### config.mk
export PLATFORM = sky130hd
export DESIGN_NAME = mem_align_unit
export DESIGN_NICKNAME = d
export VERILOG_FILES = /design/src/rtl/mem_align_unit.sv
export SDC_FILE = /design/constraint.sdc
export NUM_CORES = 1
export LEC_CHECK = 0
export BUFFER_PORTS_ARGS = -buffer_cell sky130_fd_sc_hd__buf_4
export CAP_MARGIN = 0
export CELL_PAD_IN_SITES_DETAIL_PLACEMENT = 1
export CELL_PAD_IN_SITES_GLOBAL_PLACEMENT = 1
export CORE_ASPECT_RATIO = 0.9
export CORE_MARGIN = 5
export CORE_UTILIZATION = 35
export CTS_BUF_LIST = sky130_fd_sc_hd__clkbuf_4 sky130_fd_sc_hd__clkbuf_8
export CTS_CLUSTER_DIAMETER = 200
export DETAILED_ROUTE_END_ITERATION = 6
export MAX_ROUTING_LAYER = met4
export PLACE_DENSITY_LB_ADDON = 0.1
export SLEW_MARGIN = 20
export SYNTH_ARGS = -nofsm -noshare
export SYNTH_HDL_FRONTEND = slang
export SYNTH_SLANG_ARGS = --single-unit
### constraint.sdc
create_clock -name clk -period 2.3 [get_ports clk]
set_input_delay 0.345 -clock clk [delete_from_list [all_inputs] [get_ports clk]]
set_output_delay 0.345 -clock clk [all_outputs]
set_load 0.05 [all_outputs]
### src/rtl/mem_align_unit.sv
// rtl/mem_align_unit.sv - MIPS memory-stage access unit: store lane steering, load extraction, handshake, AdEL/AdES and bus timeout
module mem_align_unit #(
   parameter int TIMEOUT = 255
) (
   input  logic        clk,
   input  logic        reset,
   input  logic        req_valid,
   output logic        req_ready,
   input  logic        req_we,
   input  logic [1:0]  req_size,
   input  logic        req_unsigned,
   input  logic [31:0] req_addr,
   input  logic [31:0] req_wdata,
   output logic        mem_valid,
   input  logic        mem_ready,
   output logic [31:0] mem_addr,
   output logic        mem_we,
   output logic [3:0]  mem_byteen,
   output logic [31:0] mem_wdata,
   input  logic        mem_rvalid,
   input  logic [31:0] mem_rdata,
   output logic        rsp_valid,
   output logic [31:0] rsp_rdata,
   output logic [1:0]  rsp_exc
);

   localparam logic [1:0] IDLE   = 2'd0;
   localparam logic [1:0] REQ    = 2'd1;
   localparam logic [1:0] WAIT_R = 2'd2;
   localparam logic [1:0] RESP   = 2'd3;

   localparam int CW = (TIMEOUT < 2) ? 1 : $clog2(TIMEOUT + 1);

   localparam logic [1:0] EXC_OK   = 2'b00;
   localparam logic [1:0] EXC_ADEL = 2'b01;
   localparam logic [1:0] EXC_ADES = 2'b10;
   localparam logic [1:0] EXC_BUS  = 2'b11;

   logic [1:0]    state;
   logic [CW-1:0] cnt;
   logic [1:0]    lane_r;
   logic [1:0]    size_r;
   logic          unsigned_r;

   logic [1:0]    a;
   logic          misalign;
   logic [3:0]    byteen_c;
   logic [31:0]   wdata_c;
   logic [7:0]    lbyte;
   logic [15:0]   lhalf;
   logic [31:0]   ld_data;

   // Store lane steering from the live request; loads read the whole word.
   always_comb begin
      a        = req_addr[1:0];
      misalign = (req_size == 2'b11) ||
                 ((req_size == 2'b01) && a[0]) ||
                 ((req_size == 2'b10) && (a != 2'b00));
      byteen_c = 4'b1111;
      wdata_c  = req_wdata;
      case (req_size)
         2'b00: begin
            byteen_c = 4'b0001 << a;
            wdata_c  = {4{req_wdata[7:0]}};
         end
         2'b01: begin
            byteen_c = 4'b0011 << {a[1], 1'b0};
            wdata_c  = {2{req_wdata[15:0]}};
         end
         default: begin
            byteen_c = 4'b1111;
            wdata_c  = req_wdata;
         end
      endcase
      if (!req_we) begin
         byteen_c = 4'b1111;
         wdata_c  = 32'd0;
      end
   end

   // Load extraction uses the lane/size/sign captured at accept time.
   always_comb begin
      lbyte   = mem_rdata[{lane_r, 3'b000} +: 8];
      lhalf   = mem_rdata[{lane_r[1], 4'b0000} +: 16];
      ld_data = mem_rdata;
      case (size_r)
         2'b00:   ld_data = unsigned_r ? {24'd0, lbyte} : {{24{lbyte[7]}}, lbyte};
         2'b01:   ld_data = unsigned_r ? {16'd0, lhalf} : {{16{lhalf[15]}}, lhalf};
         default: ld_data = mem_rdata;
      endcase
   end

   always_ff @(posedge clk or negedge reset) begin
      if (!reset) begin
         state      <= IDLE;
         cnt        <= '0;
         lane_r     <= 2'b00;
         size_r     <= 2'b00;
         unsigned_r <= 1'b0;
         req_ready  <= 1'b1;
         mem_valid  <= 1'b0;
         mem_we     <= 1'b0;
         mem_addr   <= 32'd0;
         mem_byteen <= 4'd0;
         mem_wdata  <= 32'd0;
         rsp_valid  <= 1'b0;
         rsp_rdata  <= 32'd0;
         rsp_exc    <= EXC_OK;
      end else begin
         case (state)
            IDLE: begin
               if (req_valid) begin
                  req_ready  <= 1'b0;
                  lane_r     <= req_addr[1:0];
                  size_r     <= req_size;
                  unsigned_r <= req_unsigned;
                  if (misalign) begin
                     state     <= RESP;
                     rsp_valid <= 1'b1;
                     rsp_rdata <= 32'd0;
                     rsp_exc   <= req_we ? EXC_ADES : EXC_ADEL;
                  end else begin
                     state      <= REQ;
                     mem_valid  <= 1'b1;
                     mem_we     <= req_we;
                     mem_addr   <= {req_addr[31:2], 2'b00};
                     mem_byteen <= byteen_c;
                     mem_wdata  <= wdata_c;
                  end
               end
            end
            REQ: begin
               if (mem_ready) begin
                  mem_valid <= 1'b0;
                  if (mem_we) begin
                     state     <= RESP;
                     rsp_valid <= 1'b1;
                     rsp_rdata <= 32'd0;
                     rsp_exc   <= EXC_OK;
                  end else begin
                     state <= WAIT_R;
                     cnt   <= '0;
                  end
               end
            end
            WAIT_R: begin
               // Data arriving on the timeout cycle still completes normally.
               if (mem_rvalid) begin
                  state     <= RESP;
                  rsp_valid <= 1'b1;
                  rsp_rdata <= ld_data;
                  rsp_exc   <= EXC_OK;
               end else if ((TIMEOUT != 0) && (cnt == CW'(TIMEOUT - 1))) begin
                  state     <= RESP;
                  rsp_valid <= 1'b1;
                  rsp_rdata <= 32'd0;
                  rsp_exc   <= EXC_BUS;
               end else begin
                  cnt <= cnt + CW'(1);
               end
            end
            default: begin
               rsp_valid <= 1'b0;
               req_ready <= 1'b1;
               state     <= IDLE;
            end
         endcase
      end
   end

endmodule

==> results of run 1 <==
registers in the layout (all words and copies together), names as in the netlist, 2 cells and up:
register    cells
mem_addr       30
size_r          2
lane_r          2
rsp_rdata      32
mem_wdata      32
cnt             8
mem_byteen      4
state           2
rsp_exc         2
cell usage after synthesis (all sizes together), types with 8 or more instances:
library cell    n  area, sq um
dfrtp         118         2950
nand2          87          327
mux2           45          526
o21ai          34          170
o31ai          33          248
mux2i          29          290
clkbuf         24         90.1
a21oi          21          105
buf            21          125
a32o           18          180
inv            13         48.8
nor2b          11         68.8
a21o            8         60.1
per-layer routing:
metal	vias to the layer above	global-route usage (%)	part of all wire, %
li1	2512	-	-
met1	2676	24.1	41
met2	172	33.1	49
met3	20	7.68	8.5
met4	0	4.22	1.2
met5	-	-	0
cell type report:
type | count | area share (%)
Sequential cell | 119 | 35.4
Tap cell | 235 | 3.50
Timing Repair Buffer | 233 | 21.9
Clock buffer | 24 | 3.63
Inverter | 14 | 0.625
Clock inverter | 7 | 1.13
Multi-Input combinational cell | 391 | 33.8
final timing paths:
check	to	start	cells after the start	slack, ns
worst max-delay path	rsp_rdata[9]	state[0]	7	0.10
worst min-delay path	mem_addr[28]	req_addr[28]	2	0.15
worst max register to register	rsp_rdata[9]	state[0]	7	0.10
worst min register to register	mem_wdata[0]	mem_wdata[0]	2	0.48
max in group asynchronous	req_ready	reset	3	1.34
min in group asynchronous	cnt[2]	reset	2	0.34
logic make-up after synthesis:
group / count (synthesis) / synth area share [%]
compound gates: 164 / 20.0
simple gates: 145 / 11.8
flops: 119 / 49.1
mux: 74 / 13.4
buf+inv: 59 / 4.41
fa+ha+maj: 6 / 1.24
other cells: 1 / 0.0618
critical path, delay by kind of cell (launching register included):
family	cells	cell delay (ns)
AO/OA/AOI/OAI	1	0.11
adder cells (fa/ha/maj)	1	0.24
buffers and inverters	2	0.26
flip-flops	1	0.41
multiplexers	1	0.34
AND/OR/NAND/NOR	2	0.72
metrics by stage:
step | total power, uW | cell area (sq um) | setup slack (ns) | setup TNS [ns] | util, %
6_report | 13900 | 8410 | 0.100 | 0 | 49.6
5_1_grt | 14700 | 8410 | 0.0126 | 0 | 49.6
4_1_cts | 14100 | 8410 | 0.0488 | 0 | 49.6
3_5_place_dp | 12000 | 7990 | -0.0215 | -0.0374 | 47.2
3_3_place_gp | 11800 | 7990 | 0.0746 | 0 | 47.2
2_1_floorplan | 9210 | 6070 | 0.140 | 0 | -
repair_timing:
| action | in CTS | in global routing |
|---|---|---|
| endpoints found under the setup margin | 2 | 20 |
| gates resized for setup | 1 | 2 |
| hold endpoints to repair | 13 | 0 |
| cloned | 0 | 0 |
| hold buffers | 1 | 0 |
cells in the final DEF, fill, tap and decap left out, drive strengths merged, types with 5 or more instances in the layout:
cell type  synthesis  routed
buf               21     232
dfrtp            118     118
nand2             87      87
mux2              45      45
o21ai             34      34
o31ai             33      33
mux2i             29      29
clkbuf            24      24
a21oi             21      21
a32o              18      18
inv               13      13
nor2b             11      11
a21o               8       8
nor2               7       7
and4b              7       7
a221oi             7       7
o2bb2ai            7       7
a222oi             7       7
ha                 6       6
nand3              5       5
clkinv             1       5
where the power goes:
group / leakage (uW) / internal [uW] / switching [uW]
clock network: 0.000207 / 1090 / 847
registers: 0.00152 / 3050 / 678
logic: 0.00235 / 2860 / 5390
total: 0.00408 / 7000 / 6910
==> results_dict.tcl, run 1 <==
set metrics [dict create \
    status "completed" \
    stdcell_count 1023 \
    post-cts-setup-buffer-count 0 \
    crit_type "register to register" \
    ios 211 \
    vias 5380 \
    nFillCells 1874 \
    finalSetupViolCount 0 \
    fin_skew_ns 0.0111 \
    yosys_warnings 0 \
    synth.avg_cell_area_sq_um 10.7 \
    grt_pass1_wl_mm 31.4 \
    drt-pass1-iter-count 4 \
    p_leak_uw 0.00408 \
    max-clock-path-buffers 2 \
    die_area_sq_mm 0.0201 \
    ys.flop_type "dfrtp_1" \
    core_sq_mm 0.0169 \
    p_per_area_mw_per_mm2 1650 \
    numPortBuffers 208 \
    cp.arrival_ns 2.51 \
    crit_chain "inv_1 > ha_2 > or3b_2 > o311ai_4 > or3_4 > buf_12 > mux2_2" \
    relSlewSlack_pct 44.8 \
    antenna_found_initial 0 \
    cts_root_buf "clkbuf_8" \
    grt_usage_pct 20.3 \
    path_max_fanout 16 \
    ir_drop_mv 0.723 \
    antenna_left 0 \
    synth_edf_count 0 \
    finalCriticalPeriod_ns 2.20 \
    routedWlPerCell_um 19.3 \
    nets 887 \
    drc 0 \
    cts_tree "done" \
    critPathMaxStageDelay_ns 0.51 \
    die_x_um 149 \
    multi_input_area_sq_mm 0.00285 \
    hold_path.class "input pin to register" \
    dp.cells 991 \
    clock-sinks 119 \
    grt_max_degree 57 \
    cp.required_ns 2.61 \
    worst_pin_slew_ns 0.827 \
    clock_latency_ns 0.43 \
    ys_ff_latch 119 \
    seq_area_sq_mm 0.00298 \
    drive_gt1_share_pct 40.7 \
    cts-htree-levels 4 \
    hold_viol 0 \
    clkTransAtPathRegs_ns 0.07 \
    rows 45 \
    die_y_um 135 \
    n_antenna_cell 0 \
    rsz0062_at_grt "false" \
    grt_pass1_vias 5909 \
    crit_path_end_kind "register" \
    ys_seq_area_share_pct 49.1 \
    dp_hpwl_mm 14.9 \
    gp_congestion 0.868 \
    vias_per_cell 5.26 \
    cpMaxStageDelayCell "or3b_2" \
    overflow 0 \
    area_growth_syn_to_layout_pct 38.6 \
    cts_buffers 17 \
    drt_iter0_markers 201 \
    fmax_ghz 0.455 \
    synth_cell_types 57 \
    start_util_pct 35.8 \
    drv_cap 0 \
    whs_ns 0.150 \
    slew_violations 0 \
    timing.final.crit_share_pct 95.6 \
    cp-start-kind "register" \
    drt-total-wl_mm 19.7 \
    synthesis.area_sq_mm 0.00607 \
    synthArstFlopShare_pct 100 \
    synth_cells 568 \
]
Note: power is estimated with default switching activity, not from simulation.
==> inputs of run 2 (changes only) <==
Settings changed: CORE_MARGIN 5 to default, CORE_UTILIZATION 35 to 34, CTS_BUF_LIST sky130_fd_sc_hd__clkbuf_4 sky130_fd_sc_hd__clkbuf_8 to default.
==> results_dict.tcl, run 2 (same netlist as run 1, synthesis figures left out) <==
set metrics [dict create \
    status "complete, but fails checks" \
    failed_checks "hold timing" \
    fmax_ghz 0.454 \
    ios 211 \
    post-cts-setup-buffer-count 0 \
    max-clock-path-buffers 2 \
    nets 887 \
    r2r_start "state[0]" \
    grtUsageMet1_pct 25.7 \
    final_cell_mix "buf_4 (227), dfrtp_1 (118), nand2_1 (87)" \
    p_sw_share_pct 49.1 \
    grt_usage_pct 22.1 \
    slew_violations 0 \
    core_sq_mm 0.0172 \
    r2r_cells 7 \
    vias_per_cell 5.18 \
    cts_tree "done" \
    use_met2_pct 36.7 \
    timing.final.crit_share_pct 95.8 \
    stdcell_count 1024 \
    p_per_area_mw_per_mm2 1700 \
    power.switching_uw 7120 \
    hold_viol 13 \
    whs_ns -0.0656 \
    cts_root_buf "clkbuf_16" \
    cts-htree-levels 4 \
    critPathMaxStageDelay_ns 0.49 \
    p_seq_share_pct 26.2 \
    area_growth_syn_to_layout_pct 41.0 \
    hold_path.class "input pin to async pin" \
    grt_max_degree 120 \
    ir_drop_mv 0.718 \
    crit_path_end_kind "register" \
    gp_congestion 0.826 \
    busiest_layer "met2" \
    power_frac_clock_pct 17.8 \
    drv_cap 0 \
    cts-resized-gates 0 \
    r2r_slack_ns 0.1 \
    grt_pass1_wl_mm 30.1 \
    cp.arrival_ns 2.50 \
    cp_top_family "simple AND/OR/NAND/NOR gates" \
    drc 0 \
    drt_iter0_markers 285 \
    path_max_fanout 16 \
    routedWlPerCell_um 18.6 \
    dp_hpwl_mm 13.9 \
    placed_cell_area_sq_mm 0.00798 \
    worst_pin_slew_ns 0.837 \
    clock_latency_ns 0.42 \
    finalSetupViolCount 0 \
    finalPower_uw 14500 \
    finalCriticalPeriod_ns 2.20 \
    finalSetupTns_ns 0 \
    antenna_found_initial 0 \
    drt-pass1-iter-count 4 \
    start_util_pct 35.3 \
    n_antenna_cell 0 \
    die_y_um 129 \
    cts_buffers 17 \
    rsz0062_at_grt "false" \
    numPortBuffers 208 \
    relSlewSlack_pct 44.2 \
    r2r_end "rsp_rdata[9]" \
    grt_pass1_vias 5755 \
    critPathBufInv 2 \
    mostFrequentLayoutCell "buf_4" \
    reg_top3 "mem_wdata x32, rsp_rdata x32, mem_addr x30" \
    die_x_um 143 \
    antenna_left 0 \
    p_leak_uw 0.00415 \
    drt-total-wl_mm 19.1 \
    cpMaxStageDelayCell "or3b_2" \
    cp.required_ns 2.59 \
    hold_buffers 0 \
    cellInternalPower_uw 7390 \
    fin_skew_ns 0.00847 \
    clock-sinks 119 \
    drive_gt1_share_pct 40.9 \
    die_area_sq_mm 0.0184 \
    path_depth 7 \
    crit_chain "inv_1 > ha_2 > or3b_2 > o311ai_4 > or3_1 > buf_12 > mux2_2" \
    rows 45 \
    finalInstanceArea_sq_mm 0.00856 \
    vias 5308 \
    power_frac_comb_pct 56.0 \
    dp.cells 992 \
    clkTransAtPathRegs_ns 0.06 \
    gr-usage-met3_pct 7.44 \
    crit_type "register to register" \
    overflow 0 \
    cp-start-kind "register" \
]
==> run 2: power groups by stage <==
| stage | sequential, uW | clock (uW) | combinational (uW) |
|---|---|---|---|
| 2_1_floorplan | 6490 | 0 | 2720 |
| 3_3_place_gp | 3780 | 0 | 7980 |
| 3_5_place_dp | 3830 | 0 | 8120 |
| 4_1_cts | 3820 | 2650 | 8150 |
| 5_1_grt | 3940 | 2720 | 8610 |
| 6_report | 3800 | 2580 | 8130 |
==> run 2: final cells by class <==
type / count / area, sq um
Tap cell: 235 / 294
Timing Repair Buffer: 233 / 1820
Multi-Input combinational cell: 391 / 2850
Fill cell: 1881 / 8620
Sequential cell: 119 / 2980
Clock inverter: 15 / 144
Clock buffer: 17 / 425
Inverter: 14 / 52.6
==> run 2: how the worst max path moves through the flow <==
stage | from | end | slack, ns
after floorplan | state[0] | rsp_rdata[10] | 0.14
after global placement | state[0] | rsp_rdata[3] | 0.13
after detailed placement | state[0] | rsp_rdata[3] | 0.05
after CTS | state[0] | rsp_rdata[3] | 0.02
after global routing | state[0] | cnt[4] | 0.01
final | state[0] | rsp_rdata[9] | 0.1
==> run 2: routing by layer <==
layer / up-vias / wire length (um) / part of all wire (%)
li1: 2521 / - / -
met1: 2621 / 8020 / 42
met2: 157 / 9480 / 50
met3: 9 / 1420 / 7.5
met4: 0 / 138 / 0.72
met5: - / 0 / 0
==> run 2: through the flow <==
stage,setup slack [ns],utilization [%]
5_1_grt,0.0117,49.8
3_3_place_gp,0.128,46.4
2_1_floorplan,0.140,-
6_report,0.0964,49.8
4_1_cts,0.0199,49.8
3_5_place_dp,0.0524,46.4
==> inputs of run 3 (changes only) <==
Settings changed: CELL_PAD_IN_SITES_DETAIL_PLACEMENT 1 to 0.
==> results_dict.tcl, run 3 (same netlist as run 1, synthesis figures left out) <==
set metrics [dict create \
    hold_viol 0 \
    reg_top3 "mem_wdata x32, rsp_rdata x32, mem_addr x30" \
    clkTransAtPathRegs_ns 0.06 \
    relSlewSlack_pct 44.9 \
    die_x_um 143 \
    dp.cells 992 \
    overflow 0 \
    p_per_area_mw_per_mm2 1690 \
    stdcell_count 1024 \
    use_met2_pct 33.4 \
    clock-sinks 119 \
    fin_skew_ns 0.00863 \
    nFillCells 1591 \
    critPathBufInv 2 \
    drt-total-wl_mm 18.0 \
    final_cell_mix "buf_4 (227), dfrtp_1 (118), nand2_1 (87)" \
    place_ws_ns 0.0547 \
    numPortBuffers 208 \
    hold_buffers 0 \
    fmax_ghz 0.457 \
    p_leak_uw 0.00414 \
    cp_top_family "simple AND/OR/NAND/NOR gates" \
    busiest_layer "met2" \
    core_sq_mm 0.0172 \
    drc 0 \
    crit_chain "inv_1 > ha_2 > or3b_2 > o311ai_4 > or3_1 > buf_12 > mux2_2" \
    ir_drop_mv 0.891 \
    die_y_um 129 \
    antenna_left 0 \
    utilization_pct 49.9 \
    grt_max_degree 120 \
    drive_gt1_share_pct 40.8 \
    antenna_found_initial 0 \
    n_antenna_cell 0 \
    finalSetupTns_ns 0 \
    slew_violations 0 \
    grt_pass1_vias 5389 \
    dp_hpwl_mm 13.2 \
    gr-usage-met3_pct 7.48 \
    vias_per_cell 5.11 \
    cp.arrival_ns 2.49 \
    worst_slack_ns 0.113 \
    cellInternalPower_uw 7410 \
    path_max_fanout 16 \
    grtUsageMet1_pct 24.8 \
    p_seq_share_pct 26.2 \
    cp.required_ns 2.61 \
    rows 45 \
    crit_type "register to register" \
    cts_tree "done" \
    nets 887 \
    finalCriticalPeriod_ns 2.19 \
    power.switching_uw 7100 \
    power_frac_comb_pct 55.7 \
    drv_cap 0 \
    cts_buffers 17 \
    worst_pin_slew_ns 0.826 \
    crit_path_end_kind "register" \
    grt_pass1_wl_mm 28.3 \
    cts-resized-gates 0 \
    cp-start-kind "register" \
    area_growth_syn_to_layout_pct 41.1 \
    gp_congestion 0.826 \
    vias 5236 \
    post-cts-setup-buffer-count 0 \
    hold_path.class "input pin to async pin" \
    status "completed" \
    cpMaxStageDelayCell "or3b_2" \
    drt-pass1-iter-count 4 \
    die_area_sq_mm 0.0184 \
    grt_usage_pct 20.8 \
    cts-htree-levels 4 \
    routedWlPerCell_um 17.6 \
    max-clock-path-buffers 2 \
    critPathMaxStageDelay_ns 0.49 \
    rsz0062_at_grt "false" \
    timing.final.crit_share_pct 95.1 \
    finalSetupViolCount 0 \
    mostFrequentLayoutCell "buf_4" \
    start_util_pct 35.3 \
    ios 211 \
    clock_latency_ns 0.42 \
    cts_root_buf "clkbuf_16" \
    drt_iter0_markers 257 \
    power_frac_clock_pct 18.1 \
    p_sw_share_pct 49.0 \
]
run 3: cell count changes in the layout (fill, tap and decap cells not counted):
cell / before / now
clkinv_2: 3 / 0
inv_6: 6 / 10
clkinv_4: 4 / 0
a211o_1: 1 / 2
a211o_2: 1 / 0
clkinvlp_4: 0 / 3
run 3: power groups by stage:
stage | sequential, uW | combinational, uW | clock [uW]
6_report | 3800 | 8080 | 2630
5_1_grt | 3950 | 8570 | 2780
4_1_cts | 3810 | 8110 | 2680
3_5_place_dp | 3820 | 8090 | 0
3_3_place_gp | 3780 | 7980 | 0
2_1_floorplan | 6490 | 2720 | 0
run 3: area by class of cell:
cell class / count / area [sq um] / share of cell area (%)
Clock inverter: 15 / 151 / 1.77
Clock buffer: 17 / 425 / 4.97
Sequential cell: 119 / 2980 / 34.8
Inverter: 14 / 52.6 / 0.614
Timing Repair Buffer: 233 / 1820 / 21.2
Multi-Input combinational cell: 391 / 2850 / 33.2
Tap cell: 235 / 294 / 3.43
run 3: final timing paths:
check | slack (ns) | end | depth (start not counted) | start
min in group clk | 0.15 | mem_addr[2] | 2 | req_addr[2]
setup reg to reg | 0.11 | rsp_rdata[9] | 7 | state[1]
hold reg to reg | 0.48 | mem_wdata[21] | 2 | mem_wdata[21]
max in group asynchronous | 1.79 | mem_wdata[1] | 2 | reset
setup / recovery | 0.11 | rsp_rdata[9] | 7 | state[1]
hold / removal | 0.0005 | cnt[4] | 2 | reset
run 3: layer usage:
| layer | vias up | wire (um) |
|---|---|---|
| met3 | 16 | 1410 |
| met5 | - | 0 |
| met2 | 168 | 8740 |
| met4 | 0 | 193 |
| met1 | 2532 | 7670 |
| li1 | 2520 | - |
run 3: stage by stage:
step | hold WS [ns] | instance area (sq um) | total power [uW]
4_1_cts | 0.0574 | 8550 | 14600
3_3_place_gp | 0.464 | 7980 | 11800
6_report | 0.000531 | 8560 | 14500
5_1_grt | 0.0802 | 8560 | 15300
3_5_place_dp | 0.471 | 7980 | 11900
2_1_floorplan | 0.0494 | 6070 | 9210
